[src/rtl/mul_arb_pkg.sv]
// Shared definitions for the two-requester bf16 multiplier arbiter.
//   NUM_REQ       : number of requesters sharing the multiplier
//   bf16_t        : raw 16-bit bf16 word, never decoded
//   tag_t         : {valid, id} carried alongside each in-flight product
//   *_DEF         : default multiplier latency and response FIFO depth
package mul_arb_pkg;

    localparam int NUM_REQ       = 2;
    localparam int MUL_LAT_DEF   = 1;
    localparam int RSP_DEPTH_DEF = 2;

    typedef logic [15:0] bf16_t;

    typedef struct packed {
        logic valid;
        logic id;
    } tag_t;

endpackage

[src/rtl/mul_arb_if.sv]
// Requester-side bus of mul_arb: per-requester operand request handshake
// and per-requester product response handshake.
//   master : requester side (drives req_valid/req_a/req_b/rsp_ready)
//   slave  : arbiter side   (drives req_ready/rsp_valid/rsp_c)
interface mul_arb_if;
    import mul_arb_pkg::*;

    logic  [NUM_REQ-1:0] req_valid;
    logic  [NUM_REQ-1:0] req_ready;
    bf16_t [NUM_REQ-1:0] req_a;
    bf16_t [NUM_REQ-1:0] req_b;
    logic  [NUM_REQ-1:0] rsp_valid;
    logic  [NUM_REQ-1:0] rsp_ready;
    bf16_t [NUM_REQ-1:0] rsp_c;

    modport master (
        output req_valid, req_a, req_b, rsp_ready,
        input  req_ready, rsp_valid, rsp_c
    );

    modport slave (
        input  req_valid, req_a, req_b, rsp_ready,
        output req_ready, rsp_valid, rsp_c
    );

endinterface

[src/rtl/mul_arb_rsp_fifo.sv]
// rsp_fifo: per-requester response FIFO holding multiplier products.
//   clk, rst_n : clock, asynchronous active-low reset
//   push, din  : write a product (accepted when not full, or full with pop)
//   pop, dout  : read the head; dout is the current head entry
//   full, empty, count : occupancy status
module rsp_fifo #(
    parameter int DEPTH = 2,
    parameter int W     = 16
) (
    input  logic                       clk,
    input  logic                       rst_n,
    input  logic                       push,
    input  logic [W-1:0]               din,
    input  logic                       pop,
    output logic [W-1:0]               dout,
    output logic                       full,
    output logic                       empty,
    output logic [$clog2(DEPTH+1)-1:0] count
);

    localparam int PW = $clog2(DEPTH);
    localparam int CW = $clog2(DEPTH+1);

    logic [W-1:0]  mem [DEPTH];
    logic [PW-1:0] wr_ptr;
    logic [PW-1:0] rd_ptr;
    logic          do_push;
    logic          do_pop;

    // Depth need not be a power of two, so pointers wrap explicitly.
    function automatic logic [PW-1:0] ptr_inc(input logic [PW-1:0] p);
        return (p == PW'(DEPTH - 1)) ? '0 : p + 1'b1;
    endfunction

    assign full    = (count == CW'(DEPTH));
    assign empty   = (count == '0);
    assign do_pop  = pop && !empty;
    // A pop in the same cycle frees the slot being written, even when full.
    assign do_push = push && (!full || do_pop);
    assign dout    = mem[rd_ptr];

    always_ff @(posedge clk or negedge rst_n) begin
        if (!rst_n) begin
            wr_ptr <= '0;
            rd_ptr <= '0;
            count  <= '0;
        end else begin
            if (do_push) wr_ptr <= ptr_inc(wr_ptr);
            if (do_pop)  rd_ptr <= ptr_inc(rd_ptr);
            case ({do_push, do_pop})
                2'b10:   count <= count + 1'b1;
                2'b01:   count <= count - 1'b1;
                default: count <= count;
            endcase
        end
    end

    always_ff @(posedge clk) begin
        if (do_push) mem[wr_ptr] <= din;
    end

endmodule

[src/rtl/mul_arb.sv]
// mul_arb: round-robin arbiter sharing one external bf16 multiplier between
// two requesters, with credit-based per-requester response FIFOs.
//   clk, rst_n     : clock, asynchronous active-low reset
//   bus (slave)    : per-requester request and response handshakes
//   mul_a, mul_b   : operands to the shared multiplier (zero when idle)
//   mul_c          : product, valid MUL_LAT cycles after the operands
module mul_arb
    import mul_arb_pkg::*;
#(
    parameter int MUL_LAT   = MUL_LAT_DEF,
    parameter int RSP_DEPTH = RSP_DEPTH_DEF
) (
    input  logic        clk,
    input  logic        rst_n,
    mul_arb_if.slave    bus,
    output bf16_t       mul_a,
    output bf16_t       mul_b,
    input  bf16_t       mul_c
);

    localparam int            CW         = $clog2(RSP_DEPTH + 1);
    localparam logic [CW:0]   CREDIT_MAX = (CW + 1)'(RSP_DEPTH);

    logic [NUM_REQ-1:0] elig;
    logic [NUM_REQ-1:0] gnt;
    logic [NUM_REQ-1:0] push;
    logic [NUM_REQ-1:0] pop;
    logic [NUM_REQ-1:0] fifo_full;
    logic [NUM_REQ-1:0] fifo_empty;
    logic               gnt_vld;
    logic               gnt_id;
    logic               last_gnt;
    tag_t               tag_p [MUL_LAT];
    tag_t               tag_exit;

    assign tag_exit      = tag_p[MUL_LAT-1];
    assign bus.req_ready = gnt;

    for (genvar i = 0; i < NUM_REQ; i++) begin : g_req
        logic [CW-1:0] fifo_cnt;
        logic [CW-1:0] infl;
        logic [CW:0]   used;
        bf16_t         fifo_dout;

        // Credit counts FIFO entries plus products still in the multiplier,
        // so every product that exits is guaranteed a FIFO slot.
        assign used     = {1'b0, fifo_cnt} + {1'b0, infl};
        assign elig[i]  = rst_n && bus.req_valid[i] && (used < CREDIT_MAX);
        assign push[i]  = tag_exit.valid && (tag_exit.id == 1'(i));
        assign pop[i]   = !fifo_empty[i] && bus.rsp_ready[i];

        assign bus.rsp_valid[i] = !fifo_empty[i];
        assign bus.rsp_c[i]     = fifo_empty[i] ? '0 : fifo_dout;

        always_ff @(posedge clk or negedge rst_n) begin
            if (!rst_n) begin
                infl <= '0;
            end else begin
                case ({gnt[i], push[i]})
                    2'b10:   infl <= infl + 1'b1;
                    2'b01:   infl <= infl - 1'b1;
                    default: infl <= infl;
                endcase
            end
        end

        rsp_fifo #(
            .DEPTH (RSP_DEPTH),
            .W     (16)
        ) u_fifo (
            .clk   (clk),
            .rst_n (rst_n),
            .push  (push[i]),
            .din   (mul_c),
            .pop   (pop[i]),
            .dout  (fifo_dout),
            .full  (fifo_full[i]),
            .empty (fifo_empty[i]),
            .count (fifo_cnt)
        );

        // The credit rule must never let a product arrive at a full FIFO
        // unless the head leaves in the same cycle.
        always_ff @(posedge clk) begin
            if (rst_n && push[i]) begin
                assert (!fifo_full[i] || pop[i]);
            end
        end
    end

    // Grant: single eligible wins; on contention the one not granted last.
    always_comb begin
        gnt_vld = |elig;
        gnt_id  = 1'b0;
        case (elig)
            2'b10:   gnt_id = 1'b1;
            2'b11:   gnt_id = ~last_gnt;
            default: gnt_id = 1'b0;
        endcase
        gnt   = '0;
        mul_a = '0;
        mul_b = '0;
        if (gnt_vld) begin
            gnt[gnt_id] = 1'b1;
            mul_a       = bus.req_a[gnt_id];
            mul_b       = bus.req_b[gnt_id];
        end
    end

    // Reset value 1 makes requester 0 win the first contended cycle.
    always_ff @(posedge clk or negedge rst_n) begin
        if (!rst_n) begin
            last_gnt <= 1'b1;
        end else if (gnt_vld) begin
            last_gnt <= gnt_id;
        end
    end

    always_ff @(posedge clk or negedge rst_n) begin
        if (!rst_n) begin
            for (int k = 0; k < MUL_LAT; k++) tag_p[k] <= '0;
        end else begin
            // Stage 0: tag captured on the grant edge, alongside the operands.
            tag_p[0] <= '{valid: gnt_vld, id: gnt_id};
            // Stages 1..MUL_LAT-1: tag tracks the product through the multiplier.
            for (int k = 1; k < MUL_LAT; k++) tag_p[k] <= tag_p[k-1];
        end
    end

endmodule

[src/flat_wrapper.sv]
// flat-port wrapper written by rule: the top's interface ports become plain ports
module mul_arb_flat import mul_arb_pkg::*;
#(
    parameter int MUL_LAT   = MUL_LAT_DEF,
    parameter int RSP_DEPTH = RSP_DEPTH_DEF
)
  (clk, rst_n, mul_a, mul_b, mul_c, bus_req_valid, bus_req_a, bus_req_b, bus_rsp_ready, bus_req_ready, bus_rsp_valid, bus_rsp_c);
  mul_arb_if bus_i ();
  input  logic clk;
  input  logic rst_n;
  output bf16_t mul_a;
  output bf16_t mul_b;
  input  bf16_t mul_c;
  input wire logic [$bits(bus_i.req_valid)-1:0] bus_req_valid;
  input wire logic [$bits(bus_i.req_a)-1:0] bus_req_a;
  input wire logic [$bits(bus_i.req_b)-1:0] bus_req_b;
  input wire logic [$bits(bus_i.rsp_ready)-1:0] bus_rsp_ready;
  output wire logic [$bits(bus_i.req_ready)-1:0] bus_req_ready;
  output wire logic [$bits(bus_i.rsp_valid)-1:0] bus_rsp_valid;
  output wire logic [$bits(bus_i.rsp_c)-1:0] bus_rsp_c;
  assign bus_i.req_valid = bus_req_valid;
  assign bus_i.req_a = bus_req_a;
  assign bus_i.req_b = bus_req_b;
  assign bus_i.rsp_ready = bus_rsp_ready;
  assign bus_req_ready = bus_i.req_ready;
  assign bus_rsp_valid = bus_i.rsp_valid;
  assign bus_rsp_c = bus_i.rsp_c;
  mul_arb #(.MUL_LAT(MUL_LAT), .RSP_DEPTH(RSP_DEPTH)) u_core (.clk(clk), .rst_n(rst_n), .bus(bus_i), .mul_a(mul_a), .mul_b(mul_b), .mul_c(mul_c));
endmodule
[config.mk]
export PLATFORM = sky130hd
export DESIGN_NAME = mul_arb_flat
export DESIGN_NICKNAME = d
export VERILOG_FILES = /design/src/rtl/mul_arb_pkg.sv /design/src/rtl/mul_arb_if.sv /design/src/rtl/mul_arb_rsp_fifo.sv /design/src/rtl/mul_arb.sv /design/src/flat_wrapper.sv
export SDC_FILE = /design/constraint.sdc
export NUM_CORES = 1
export LEC_CHECK = 0
export ABC_CLOCK_PERIOD_IN_PS = 5100
export CORE_ASPECT_RATIO = 0.9
export CORE_MARGIN = 8
export CORE_UTILIZATION = 25
export DETAILED_ROUTE_END_ITERATION = 16
export HOLD_SLACK_MARGIN = 0.08
export PLACE_DENSITY = 0.53
export SYNTH_ARGS = -nofsm -noshare
export SYNTH_HDL_FRONTEND = slang
export SYNTH_HIERARCHICAL = 1
export SYNTH_SLANG_ARGS = --single-unit
export TNS_END_PERCENT = 1
[constraint.sdc]
create_clock -name clk -period 5.1 [get_ports clk]
set_clock_uncertainty 0.2 [all_clocks]
set_input_delay 0.765 -clock clk [delete_from_list [all_inputs] [get_ports clk]]
set_output_delay 0.765 -clock clk [all_outputs]
set_load 0.05 [all_outputs]
After elaboration in Yosys (flattened, before gate mapping):

Memories as Yosys holds them, arrays and structs flattened.
Index checks and enable logic that the tools add are counted.
W data, S select, Z words.

* multiplexer cells: 24
* add/subtract/negate cells: 14
* reduce and logical (&&, ||, !) cells: 26
* bitwise gates (word level): 2
* magnitude comparators: 4
* equality and inequality tests: 12

Operators by type and width (number)
* $mux W16: 8
* $eq A2 B2 Y1 const B: 8
* $pmux W2 S2: 4
* $logic_and A1 B1 Y1: 13
* $mux W1: 9
* $add A2 B1 Y2 const B: 4
* $eq A2 B1 Y1 const B: 4
* $reduce_bool A2 Y1: 4
* $sub A2 B1 Y2 const B: 4
* $add A2 B2 Y3: 2
* $lt A3 B2 Y1 const B: 2
* $add A1 B1 Y1 const B: 4
* $logic_not A1 Y1: 4
* $logic_not A2 Y1: 2
* $logic_or A1 B1 Y1: 2
* $lt A1 B2 Y1 const B: 1
* $mux W2: 1
* $not A1 Y1: 2
* $pmux W1 S2: 1
* $reduce_or A2 Y1: 1
* $demux W1 S1: 1
* $ge A1 B1 Y1 const B: 1

* output and inout port bits: 68
* register bits after elaboration: 15
* memories: 2
* memory bits (writable): 64

Memories
* u_core.g_req[0].u_fifo.mem: depth 2, bits a word 16, read ports 1, clocked after Yosys merged registers in 0, write ports 1, RTL line mul_arb_rsp_fifo.sv:24 `logic [W-1:0] mem [DEPTH];`
* u_core.g_req[1].u_fifo.mem: depth 2, bits a word 16, read ports 1, clocked after Yosys merged registers in 0, write ports 1, RTL line mul_arb_rsp_fifo.sv:24

Logic depth before layout (Yosys ltp):

* word-level depth: 12
* gate-level depth with buffers: 10
* depth with buffers taken out: 9

By module:

The synthesis kept the hierarchy.

By module, submodules not included
* rsp_fifo (u_core.g_req[0].u_fifo): cells each 69, instances 1, sequential area each 1061.0 um^2, area an instance 1423.9 um^2
* rsp_fifo (u_core.g_req[1].u_fifo): cells each 74, instances 1, sequential area each 1061.0 um^2, area an instance 1376.3 um^2
* mul_arb: cells each 188, instances 1, sequential area each 176.4 um^2, area an instance 1199.9 um^2

Worst setup path after synthesis:

No wires, ideal clock.

* path kind: flip-flop to output port
* from: reg u_core.g_req[1].u_fifo.count[0]
* to: out mul_a[10]
* required time: 4.135 ns
* stages on the path, launching flop included: 8
* arrival time: 2.498 ns
* slack: 1.637 ns
* cells stage by stage: dfrtp_1 -> and2_1 -> fa_1 -> nor3b_1 -> nand2b_1 -> buf_2 -> buf_6 -> o22ai_1

* longest elaborated chain between the ends: 8

RTL lines
* start, declared: RTL line mul_arb_rsp_fifo.sv:18 `output logic [$clog2(DEPTH+1)-1:0] count`
* start signal, assigned: RTL line mul_arb_rsp_fifo.sv:51 `2'b10: count <= count + 1'b1;`
* start signal, assigned: RTL line mul_arb_rsp_fifo.sv:52 `2'b01: count <= count - 1'b1;`
* start signal, assigned: RTL line mul_arb_rsp_fifo.sv:53 `default: count <= count;`
* $add A2 B2 Y3 *: RTL line mul_arb.sv:47 `assign used = {1'b0, fifo_cnt} + {1'b0, infl};`
* $lt A3 B2 Y1 *: RTL line mul_arb.sv:48 `assign elig[i] = rst_n && bus.req_valid[i] && (used < CREDIT_MAX);`
* $logic_and A1 B1 Y1 *: RTL line mul_arb.sv:48
* $eq A2 B2 Y1: RTL line mul_arb.sv:95 `case (elig)`
* $pmux W1 S2: RTL line mul_arb.sv:95
* $mux W16 (implied by the code) (2 in series): RTL line mul_arb.sv:105 `mul_a = bus.req_a[gnt_id];`
* $mux W16 *: RTL line mul_arb.sv:103 `if (gnt_vld) begin`
* end, declared: RTL line flat_wrapper.sv:11 `output bf16_t mul_a;`

Every way passes the cells marked *; elsewhere a longest branch is shown, timed or not. The select of a mux whose other input is x is not followed.

Worst setup path in the final report:

* from: reg u_core.g_req[0].u_fifo.count[0]
* to: out mul_a[4]

* longest elaborated chain between the ends: 8

RTL lines (RTL line)
* start, declared: mul_arb_rsp_fifo.sv:18
* start signal, assigned: mul_arb_rsp_fifo.sv:51
* start signal, assigned: mul_arb_rsp_fifo.sv:52
* start signal, assigned: mul_arb_rsp_fifo.sv:53
* $add A2 B2 Y3 *: mul_arb.sv:47
* $lt A3 B2 Y1 *: mul_arb.sv:48
* $logic_and A1 B1 Y1 *: mul_arb.sv:48
* $eq A2 B2 Y1: mul_arb.sv:95
* $pmux W1 S2: mul_arb.sv:95
* $mux W16 (implied by the code) (2 in series): mul_arb.sv:105
* $mux W16 *: mul_arb.sv:103

Marks and branches as above.

==> metrics.yaml <==
fmaxAchievable_mhz: 226.9
worstPathArrival_ns: 3.44
nets: 570
min_period_ns: 4.407
syn_area_sq_um: 3993
grt_pass1_wl_um: 16900
syn_inst: 329
firstDrtPassIters: 5
core_region_area_sq_um: 15860
slew_headroom_pct: 35.78
finalCritPeriodShare_pct: 86.41
io_pins: 154
status: "complete, no violations"
hpwl_um: 8217
htree_levels: 3
die_area_sq_um: 20280
place.gp.congestion: 0.7967
crit_required_ns: 4.14
yosysWarnings: 6
cts_inserted_buffers: 9
worstPathCellList: "and2_1 -> fa_1 -> nor2_1 -> nand3_2 -> o22ai_1 -> clkdlybuf4s50_1"
clk_pin_slew_ns: 0.06
pre_cts_slack_ns: 0.9492
grt_start_max_net_pins: 43
hold_viol_final: 0
rsz0062_at_grt: "no"
post_route_cells_drive_above_1_share_pct: 13.66
p_leak_nw: 2.155
worst_path_max_delay_cell: "clkdlybuf4s50_1"
cts_tree: "done"
grt_pass1_vias: 2956
max_cap_viol_count: 0
worst_skew_pair.late_latency_ns: 0.33
die_w_um: 149.2
diodes: 0
gr-total-overflow: 0
design_area_sq_um: 6012
cp_max_fo: 32
worst_slack_ns: 0.6929
grt.total_usage_pct: 10.90
start_util_pct: 25.18
cts.sinks: 79
syn_avg_cell_area_sq_um: 12.14
hp-class: "register to register"
final_common_cell: "clkdlybuf4s50_1"
start_kind: "register"
synth_nets: 420
worst_slew_pin_slew_ns: 0.9633
portBuffers: 153
num_vias: 2939
antenna_found_initial: 0
fp.dieH_um: 135.9
wl_per_cell_um: 16.32
cts-hold-fix-buffers: 0
layout_common_cells: "clkdlybuf4s50_1 (152), nand2_1 (64), edfxtp_1 (64)"
post_cts.repair.setup_buffers: 0
timing.setup.tns_ns: 0
vdd_ir_drop_max_v: 0.0003314
crit_path_end_kind: "output pin"
drt_wl_total_um: 11260
crit_type: "register to output pin"
clockRootBuffer: "clkbuf_16"
drt.antenna.violating_nets: 0
p_per_area_nw_per_um2: 640.8
cp_slowest_stage_delay_ns: 0.86
cts_resized: 0
drc_errors: 0
drt-initial-drc-count: 152
vias_per_cell: 4.259
clockBufferDepth: 2
maxSlewViolCount: 0
place_area_sq_um: 5677
area_delta_synth_final_pct: 50.58
rows: 44
setup_viol_count_final: 0
[sequential cells by signal, indices dropped and copies added (netlist names)]
register	flops
u_core/tag_exit	2
u_core/g_req.u_fifo/mem	64
u_core/last_gnt	1
u_core/g_req.infl	4
u_core/g_req.u_fifo/wr_ptr	2
u_core/g_req.u_fifo/count	4
u_core/g_req.u_fifo/rd_ptr	2
[worst paths after layout]
path | start | end | slack [ns] | depth (start not counted)
max in group asynchronous | rst_n | u_core/last_gnt$_DFFE_PN1P_ | 3.64 | 2
hold / removal | u_core/g_req[1].u_fifo/wr_ptr$_DFFE_PN0P_ | u_core/g_req[1].u_fifo/wr_ptr$_DFFE_PN0P_ | 0.30 | 1
setup reg to reg | u_core/g_req[1].u_fifo/count[0]$_DFFE_PN0P_ | u_core/g_req[1].infl[1]$_DFFE_PN0P_ | 2.18 | 8
setup / recovery | u_core/g_req[0].u_fifo/count[0]$_DFFE_PN0P_ | mul_a[4] | 0.69 | 6
hold reg to reg | u_core/g_req[1].u_fifo/wr_ptr$_DFFE_PN0P_ | u_core/g_req[1].u_fifo/wr_ptr$_DFFE_PN0P_ | 0.30 | 1
min in group asynchronous | rst_n | u_core/g_req[0].infl[0]$_DFFE_PN0P_ | 0.79 | 2
[critical path, delay by kind of cell (launching register included)]
| family | cells | cell delay (ns) |
|---|---|---|
| flip-flops | 1 | 0.43 |
| AND/OR/NAND/NOR | 3 | 0.99 |
| adder cells (fa/ha/maj) | 1 | 0.45 |
| buffers and inverters | 1 | 0.86 |
| AO/OA/AOI/OAI | 1 | 0.37 |
[stage by stage]
stage | utilization, % | instances | hold slack, ns | power (mW)
floorplan | - | 329 | 0.2592 | 2.531
global placement | 35.80 | 675 | 0.2728 | 3.156
detailed placement | 35.80 | 675 | 0.2878 | 3.175
CTS | 37.92 | 690 | 0.2955 | 3.901
global route | 37.92 | 690 | 0.3228 | 4.036
finish | 37.92 | 690 | 0.2963 | 3.853
[layout make-up]
type | count | area [sq um]
Timing Repair Buffer | 160 | 1579
Multi-Input combinational cell | 222 | 1514
Sequential cell | 79 | 2298
Inverter | 7 | 26.28
Fill cell | 1564 | 9843
Tap cell | 207 | 259.0
Clock buffer | 9 | 225.2
Clock inverter | 6 | 110.1
[power breakdown]
part	internal [mW]	leakage (nW)	switching (mW)	total (mW)
registers	0.842	0.761	0.134	0.976
clock network	0.474	0.159	0.238	0.712
logic	0.809	1.24	1.36	2.17
[routing by layer]
layer | share of wire [%] | GRT usage, %
met1 | 41 | 12.54
met2 | 54 | 19.76
met3 | 3.6 | 2.928
met4 | 1.1 | 2.465
met5 | 0 | 0
No activity file was read; power rests on OpenSTA's default activity.
